## config.mk

```make
export PLATFORM = sky130hd
export DESIGN_NAME = note_player
export DESIGN_NICKNAME = d
export VERILOG_FILES = /design/src/rtl/note_player.sv
export SDC_FILE = /design/constraint.sdc
export NUM_CORES = 1
export LEC_CHECK = 0
export ABC_AREA = 0
export CORE_UTILIZATION = 45
export DETAILED_ROUTE_END_ITERATION = 16
export PLACE_DENSITY = 0.72
export SETUP_SLACK_MARGIN = 0.3
export SLEW_MARGIN = 10
export SYNTH_ARGS = -nofsm -noshare
export SYNTH_HDL_FRONTEND = slang
export SYNTH_SLANG_ARGS = --single-unit
```

## constraint.sdc

```tcl
create_clock -name i_clk -period 3.65 [get_ports i_clk]
set_input_delay 0.365 -clock i_clk [delete_from_list [all_inputs] [get_ports i_clk]]
set_output_delay 0.365 -clock i_clk [all_outputs]
set_load 0.005 [all_outputs]
```

## src/rtl/note_player.sv

```systemverilog
// -----------------------------------------------------------------------------
// note_player
// Per-channel playback stage. Requests one note at a time from the pattern
// sequencer, latches the returned pitch/length/instrument and times the note
// in frame ticks, driving gate/trigger/pitch/instrument to the voice stage.
//
// Parameters:
//   RELEASE_TICKS  gate drops when this many ticks of the note remain (0..31)
//   TIMEOUT        max cycles in WAIT_NOTE without a valid note (1..255)
//
// Ports:
//   i_clk              clock
//   i_rst_n            asynchronous active-low reset
//   i_enable           playback enable (level)
//   i_tick             frame tick strobe (one cycle)
//   o_note_stb         next-note request pulse to the sequencer
//   i_note_valid       note data valid pulse
//   i_note_pitch       pitch, 0 = rest
//   i_note_len         duration code, duration = len+1 ticks
//   i_note_instrument  instrument select
//   o_pitch            latched pitch of the current note
//   o_instrument       latched instrument of the current note
//   o_gate             note sounding
//   o_trigger          one-cycle pulse at the start of a non-rest note
//   o_busy             state is not IDLE
//   o_error            sticky sequencer-timeout fault
// -----------------------------------------------------------------------------
module note_player #(
    parameter int RELEASE_TICKS = 1,
    parameter int TIMEOUT       = 15
) (
    input  logic       i_clk,
    input  logic       i_rst_n,
    input  logic       i_enable,
    input  logic       i_tick,
    output logic       o_note_stb,
    input  logic       i_note_valid,
    input  logic [5:0] i_note_pitch,
    input  logic [4:0] i_note_len,
    input  logic [3:0] i_note_instrument,
    output logic [5:0] o_pitch,
    output logic [3:0] o_instrument,
    output logic       o_gate,
    output logic       o_trigger,
    output logic       o_busy,
    output logic       o_error
);

    typedef enum logic [1:0] {
        S_IDLE      = 2'd0,
        S_REQUEST   = 2'd1,
        S_WAIT_NOTE = 2'd2,
        S_PLAYING   = 2'd3
    } state_t;

    localparam logic [7:0] TIMEOUT_LAST = 8'(TIMEOUT - 1);
    localparam logic [5:0] RELEASE_CMP  = 6'(RELEASE_TICKS);

    state_t     r_state;
    state_t     w_state_next;
    logic [5:0] r_remain;
    logic [5:0] w_remain_next;
    logic       r_pending;
    logic       w_pending_next;
    logic [7:0] r_wait_cnt;
    logic [7:0] w_wait_cnt_next;
    logic [5:0] r_pitch;
    logic [5:0] w_pitch_next;
    logic [3:0] r_instrument;
    logic [3:0] w_instrument_next;
    logic       r_trigger;
    logic       w_trigger_next;
    logic       r_error;
    logic       w_error_next;

    // Tick seen in the same cycle as the note data still counts as pending.
    logic       w_tick_pending;
    logic [5:0] w_len_full;
    logic [5:0] w_len_short;

    assign w_tick_pending = r_pending | i_tick;
    assign w_len_full     = {1'b0, i_note_len} + 6'd1;
    // A pending tick already consumed one tick of the note, but a note always
    // lasts at least one more tick so the counter never loads 0.
    assign w_len_short    = (i_note_len == 5'd0) ? 6'd1 : {1'b0, i_note_len};

    always_ff @(posedge i_clk or negedge i_rst_n) begin
        if (!i_rst_n) begin
            r_state      <= S_IDLE;
            r_remain     <= 6'd0;
            r_pending    <= 1'b0;
            r_wait_cnt   <= 8'd0;
            r_pitch      <= 6'd0;
            r_instrument <= 4'd0;
            r_trigger    <= 1'b0;
            r_error      <= 1'b0;
        end else begin
            r_state      <= w_state_next;
            r_remain     <= w_remain_next;
            r_pending    <= w_pending_next;
            r_wait_cnt   <= w_wait_cnt_next;
            r_pitch      <= w_pitch_next;
            r_instrument <= w_instrument_next;
            r_trigger    <= w_trigger_next;
            r_error      <= w_error_next;
        end
    end

    always_comb begin
        w_state_next      = r_state;
        w_remain_next     = r_remain;
        w_pending_next    = r_pending;
        w_wait_cnt_next   = r_wait_cnt;
        w_pitch_next      = r_pitch;
        w_instrument_next = r_instrument;
        w_trigger_next    = 1'b0;
        w_error_next      = r_error;

        case (r_state)
            S_IDLE: begin
                if (i_enable && !r_error) begin
                    w_state_next = S_REQUEST;
                end
            end

            S_REQUEST: begin
                if (i_tick) begin
                    w_pending_next = 1'b1;
                end
                w_wait_cnt_next = 8'd0;
                w_state_next    = S_WAIT_NOTE;
            end

            S_WAIT_NOTE: begin
                // Valid has priority over a coincident timeout.
                if (i_note_valid) begin
                    w_pitch_next      = i_note_pitch;
                    w_instrument_next = i_note_instrument;
                    w_remain_next     = w_tick_pending ? w_len_short : w_len_full;
                    w_pending_next    = 1'b0;
                    w_trigger_next    = (i_note_pitch != 6'd0);
                    w_state_next      = S_PLAYING;
                end else begin
                    w_pending_next = w_tick_pending;
                    if (r_wait_cnt == TIMEOUT_LAST) begin
                        w_error_next   = 1'b1;
                        w_pending_next = 1'b0;
                        w_state_next   = S_IDLE;
                    end else begin
                        w_wait_cnt_next = r_wait_cnt + 8'd1;
                    end
                end
            end

            S_PLAYING: begin
                if (i_tick) begin
                    if (r_remain <= 6'd1) begin
                        w_state_next = i_enable ? S_REQUEST : S_IDLE;
                    end else begin
                        w_remain_next = r_remain - 6'd1;
                    end
                end
            end

            default: begin
                w_state_next = S_IDLE;
            end
        endcase
    end

    assign o_note_stb   = (r_state == S_REQUEST);
    assign o_busy       = (r_state != S_IDLE);
    assign o_gate       = (r_state == S_PLAYING) && (r_pitch != 6'd0) && (r_remain > RELEASE_CMP);
    assign o_trigger    = r_trigger;
    assign o_error      = r_error;
    assign o_pitch      = r_pitch;
    assign o_instrument = r_instrument;

endmodule

```

==> impl_metrics.csv, run 1 <==
group,metric,value,unit
route,ant_nets,0,
clocking,cts_tree,"yes",
yosys,ys_dominant_reg_cell,"dfrtp_1",
timing,fmaxAchievable,381,MHz
route,first_iter_violations,86,
timing,timing.final.crit_period,2.62,ns
timing,finalHoldViolations,0,
clocking,cts-root-buf,"clkbuf_8",
yosys,synth-seq-cells,29,
yosys,synth_async_sr_flop_share,100,%
route,first_pass_iters,4,
grt,antenna_found_initial,0,
power,vdd.ir_drop.worst,0.384,mV
route,drc_errors,0,
timing,setup_viol,0,
yosys,avgSynthCellArea,10.1,um^2
yosys,synth_most_common_cell,"dfrtp_1",
yosys,synth_cell_types,47,
timing,slew_viol_final,0,
clocking,cts_buffers,5,
floorplan,die_h,63.2,um
status,status,"finished clean",
power,p_leak,0.893,nW
clocking,cts_resized,0,
placement,post-dp-hpwl,2920,um
worst_setup_path,worstPathMaxFanout,14,
grt,grt_use_total,21.4,%
grt,grt_max_degree,30,
clocking,ctsHoldBuffers,0,
clocking,h-tree-depth,2,
layout,post-route-util,62.3,%
floorplan,dieWidth,63.2,um
layout,diodes,0,
yosys,seq_area_frac_synth,43.1,%
placement,placed_cell_area,2070,um^2
floorplan,num_rows,21,
worst_setup_path,ff2ff_path_depth,6,
floorplan,initial_core_util,48.6,%
yosys,synth_common_cells,"dfrtp_1, nand2_1, a21oi_1, inv_1, mux2_2",
layout,nNetsFinal,235,
floorplan,core-area,3470,um^2
clocking,ctsLongestPathBuffers,2,
worst_setup_path,cp-end-kind,"register",
worst_setup_path,cp.required,3.82,ns
grt,grt_pass1_vias,1474,
route,vias_per_cell,5.86,
timing,min_period_over_period,71.9,%
route,wl_per_cell,15.7,um
timing,fin_setup_tns,0,ns
yosys,syn-num-nets,197,
clocking,path_clk_slew,0.06,ns
yosys,synth_edf_count,0,
yosys,synth_compound_area_share,18.8,%
worst_setup_path,r2r_slack,1.03,ns
worst_setup_path,cp-start-kind,"register",
timing,rsz0062_at_grt,"false",
run,cap_violations,0,
floorplan,dieArea,3990,um^2
yosys,synth_top_cell_by_area,"dfrtp_1",
layout,fill_cells,301,
route,routed_wirelength,3950,um
worst_setup_path,worstSetupPathType,"reg -> reg",
clocking,cts_setup_buffers,0,
yosys,synth_top_family_by_area,"compound AO/OA/AOI/OAI gates",
yosys,synth_simple_gate_area_share,16.3,%
power,p_per_area,687,nW/um^2
timing,timing.slew.headroom,54.5,%
timing,skew,0.00728,ns
yosys,netlist_instances,167,
min_path,hold_path.class,"in -> async",
yosys,synth_top_area_share,43.1,%
clocking,worstSkewPairLatency,0.28,ns
worst_setup_path,critPathArrivalTime,2.79,ns
yosys,synthTopCellsByArea,"dfrtp_1, ha_1, mux2_2",
yosys,syn-cell-area,1680,um^2
layout,areaGrowthSynthToFinish,28.2,%
floorplan,io_pins,35,
grt,grt_pass1_wl,6690,um
yosys,muxShareOfSynthArea,9.14,%
yosys,ys.warnings.count,0,
clocking,clkSinkCount,29,
grt,grt-ovfl-total,0,
placement,place.gp.congestion,0.824,
route,vias,1470,
placement,io_buffers,34,
layout,layout-drive-gt1-share,12.7,%
timing,worst_slew_pin_slew,0.683,ns
yosys,synthAdderAreaFrac,7.43,%
yosys,synthXorXnorAreaFrac,1.56,%
layout,fin_area,2160,um^2
-- layout by cell type (no fill, tap or decap), types with 2 or more instances in the layout --
cell type        netlist  routed
mux2_2                11      11
ha_1                  10      10
o2bb2ai_1              2       2
a2bb2oi_1              2       2
xnor2_1                2       2
clkdlybuf4s50_1        0      34
nor3_1                 4       4
o22ai_1                3       3
a21oi_1               12      12
mux2i_1                3       3
or4_1                  2       2
a22o_1                 3       3
clkbuf_8               0       6
o22a_1                 2       2
nor2_1                 8       8
inv_1                 12      12
dfrtp_1               29      29
nand4_1                4       4
nand2_1               14      14
o311ai_0               2       2
nand3_1               10      10
a31oi_1                2       2
o21ai_0                3       3
-- sequential cells by signal, indices dropped and copies added (netlist names) --
register and cells:
r_wait_cnt 8, o_pitch 6, r_remain 6, o_instrument 4
r_state 2, o_error 1, o_trigger 1, r_pending 1
-- critical path, stage by stage (launching register included) --
cell,delay [ns]
dfrtp_1,0.42
inv_1,0.10
ha_1,0.40
nand2_1,0.42
a21boi_0,0.32
a21oi_1,0.46
mux2_2,0.39
-- kinds of logic (layout without fill, tap and decap cells) --
group,Yosys count,after routing
and+or+nand+nor,52,52
AOI/OAI and AO/OA,43,43
DFF,29,29
buffers and inverters,16,54
muxes,14,14
adders and majority gates,10,10
xor gates and xnor gates,3,3
-- cell type report --
class / instances / area [um^2] / share of cell area [%]
clock buffers: 7 / 86.3 / 4.00
inverters: 12 / 45.0 / 2.09
repair buffers: 35 / 348 / 16.1
well taps: 46 / 57.6 / 2.67
flip-flops and latches: 29 / 726 / 33.6
multi-input cells: 122 / 897 / 41.5
-- stage by stage --
step	hold slack, ns	cells	setup WS, ns	power, mW
2_1_floorplan	0.0694	167	1.72	0.925
3_3_place_gp	0.488	244	1.14	1.18
3_5_place_dp	0.495	244	1.01	1.22
4_1_cts	0.473	251	1.03	1.50
5_1_grt	0.502	251	0.849	1.60
6_report	0.466	251	1.03	1.48
-- per-layer routing --
layer	GRT usage, %	share of wire (%)
met2	35.8	48
met5	0	0
met4	5.97	1.0
met3	6.16	7.3
met1	27.0	44
-- path summary, 6_finish.rpt --
kind                                 start              end
max                             r_state[0]      r_remain[1]
min                                i_rst_n    r_wait_cnt[6]
max reg2reg                     r_state[0]      r_remain[1]
min reg2reg                o_instrument[0]  o_instrument[0]
max in group asynchronous          i_rst_n  o_instrument[2]
min in group i_clk         o_instrument[0]  o_instrument[0]
-- power by group --
group / leakage (nW) / internal, mW / switching [mW] / total [mW]
logic: 0.486 / 0.357 / 0.334 / 0.691
clock network: 0.0443 / 0.149 / 0.114 / 0.264
registers: 0.363 / 0.435 / 0.0946 / 0.529
(Power assumes the default switching activity.)
==> run 2: changes to the inputs <==
Clock period 3.65 ns to 2.5 ns, I/O delays scaled along.
==> run 2 against run 1 <==
Effect of this change:
- core utilization grew 1.2 points
- critical endpoint is now o_gate
- wire length up 1.5%
- combinational power is 56% higher
- register-to-register slack got worse by 0.61 ns
- largest cell class unchanged
- highest routed layer unchanged
- setup slack got worse by 0.63 ns
==> impl_metrics.csv, run 2 (same netlist as run 1, synthesis figures left out) <==
group,metric,value,unit
timing,timing.final.crit_period,2.10,ns
route,vias_per_cell,5.66,
power,total_power,2.22,mW
route,ant_nets,0,
grt,grt-ovfl-total,0,
power,vdd.ir_drop.worst,0.556,mV
route,first_iter_violations,95,
clocking,cts_buffers,5,
layout,largest_register_ffs,8,
placement,place.gp.congestion,0.847,
grt,grt_pass1_wl,6750,um
timing,fin_setup_tns,0,ns
route,routed_wirelength,4010,um
clocking,ctsLongestPathBuffers,2,
layout,largest_register,"r_wait_cnt",
floorplan,dieArea,3990,um^2
clocking,cts_tree,"yes",
layout,areaGrowthSynthToFinish,30.8,%
min_path,hold_path.class,"in -> async",
timing,fin_hold_ws,0.345,ns
floorplan,initial_core_util,48.6,%
route,vias,1461,
timing,rsz0062_at_grt,"false",
grt,grt_max_degree,30,
timing,timing.slew.headroom,67.9,%
placement,io_buffers,34,
timing,slew_viol_final,0,
power,p_per_area,1010,nW/um^2
clocking,cts-root-buf,"clkbuf_8",
clocking,ctsHoldBuffers,0,
worst_setup_path,critPathArrivalTime,1.85,ns
run,cap_violations,0,
worst_setup_path,ff2ff_path_depth,7,
clocking,h-tree-depth,2,
floorplan,dieWidth,63.2,um
status,status,"finished clean",
worst_setup_path,r2r-end,"r_remain[5]",
power,p_leak,0.924,nW
floorplan,core-area,3470,um^2
timing,skew,0.00394,ns
timing,min_period_over_period,84.1,%
worst_setup_path,r2r-start,"r_state[0]",
placement,post-dp-hpwl,2900,um
route,wl_per_cell,15.5,um
layout,layout-drive-gt1-share,16.5,%
floorplan,num_rows,21,
worst_setup_path,cp.required,2.25,ns
route,first_pass_iters,4,
layout,nNetsFinal,241,
placement,place_ws,0.255,ns
route,drc_errors,0,
worst_setup_path,cp-end-kind,"output port",
worst_setup_path,worstSetupPathType,"reg -> out",
layout,fill_cells,321,
timing,worst_slew_pin_slew,0.482,ns
layout,most-common-layout-cells,"clkdlybuf4s50_1, dfrtp_1, nand2_1, a21oi_1",
layout,post-route-util,63.5,%
worst_setup_path,cp-start-kind,"register",
floorplan,die_h,63.2,um
timing,layout_setup_ws,0.399,ns
layout,final_common_cell,"clkdlybuf4s50_1",
worst_setup_path,worstPathMaxFanout,4,
timing,fmaxAchievable,476,MHz
grt,grt_use_total,21.9,%
worst_setup_path,r2r_slack,0.42,ns
layout,diodes,0,
grt,antenna_found_initial,0,
clocking,worstSkewPairLatency,0.28,ns
clocking,path_clk_slew,0.06,ns
clocking,clkSinkCount,29,
grt,grt_pass1_vias,1480,
timing,setup_viol,0,
timing,finalHoldViolations,0,
floorplan,io_pins,35,
run 2: how the worst max path moves through the flow:
| stage | start | endpoint | slack (ns) | cells after the start |
|---|---|---|---|---|
| after CTS | r_state[0] | r_remain[5] | 0.34 | 7 |
| after floorplan | r_state[0] | r_remain[1] | 0.57 | 7 |
| after detailed placement | r_state[0] | r_remain[5] | 0.25 | 7 |
| final | r_remain[2] | o_gate | 0.40 | 4 |
| after global routing | r_wait_cnt[0] | r_wait_cnt[4] | 0.31 | 7 |
| after global placement | r_state[0] | r_remain[5] | 0.35 | 7 |
run 2: area by class of cell:
type,count,area [um^2],area share [%]
well taps,46,57.6,2.61
clock buffers,6,72.6,3.30
flip-flops and latches,29,726,33.0
repair buffers,41,392,17.8
clock inverters,2,10.0,0.455
multi-input cells,122,900,40.9
inverters,12,45.0,2.05
run 2: critical path: stages (launching register included):
cell and delay, ns:
dfrtp_1 0.39, or4_4 0.55, o21bai_4 0.21, o311a_2 0.14, dlygate4sd2_1 0.27
run 2: stage by stage:
step                      instances  instance area [um^2]
after floorplan                 167                  1680
final                           258                  2200
after global routing            258                  2200
after global placement          247                  2100
after detailed placement        247                  2100
after CTS                       257                  2190
run 2: metal layers:
layer,share of wire [%],up-vias,GRT usage (%),wire length (um)
li1,-,710,-,-
met1,46,698,27.2,1840
met2,48,47,36.8,1900
met3,4.9,6,5.25,198
met4,1.6,0,7.67,63
met5,0,-,0,0
run 2: repair_timing:
action / CTS / global route
setup buffers: 2 / 1
endpoints found under the hold margin: 0 / 0
gates resized for setup: 2 / 1
setup endpoints to repair: 2 / 1
run 2: where the power goes:
group          switching, mW  internal [mW]
Clock                  0.184          0.192
Combinational          0.514          0.569
Sequential             0.124          0.634
Total                  0.822           1.40
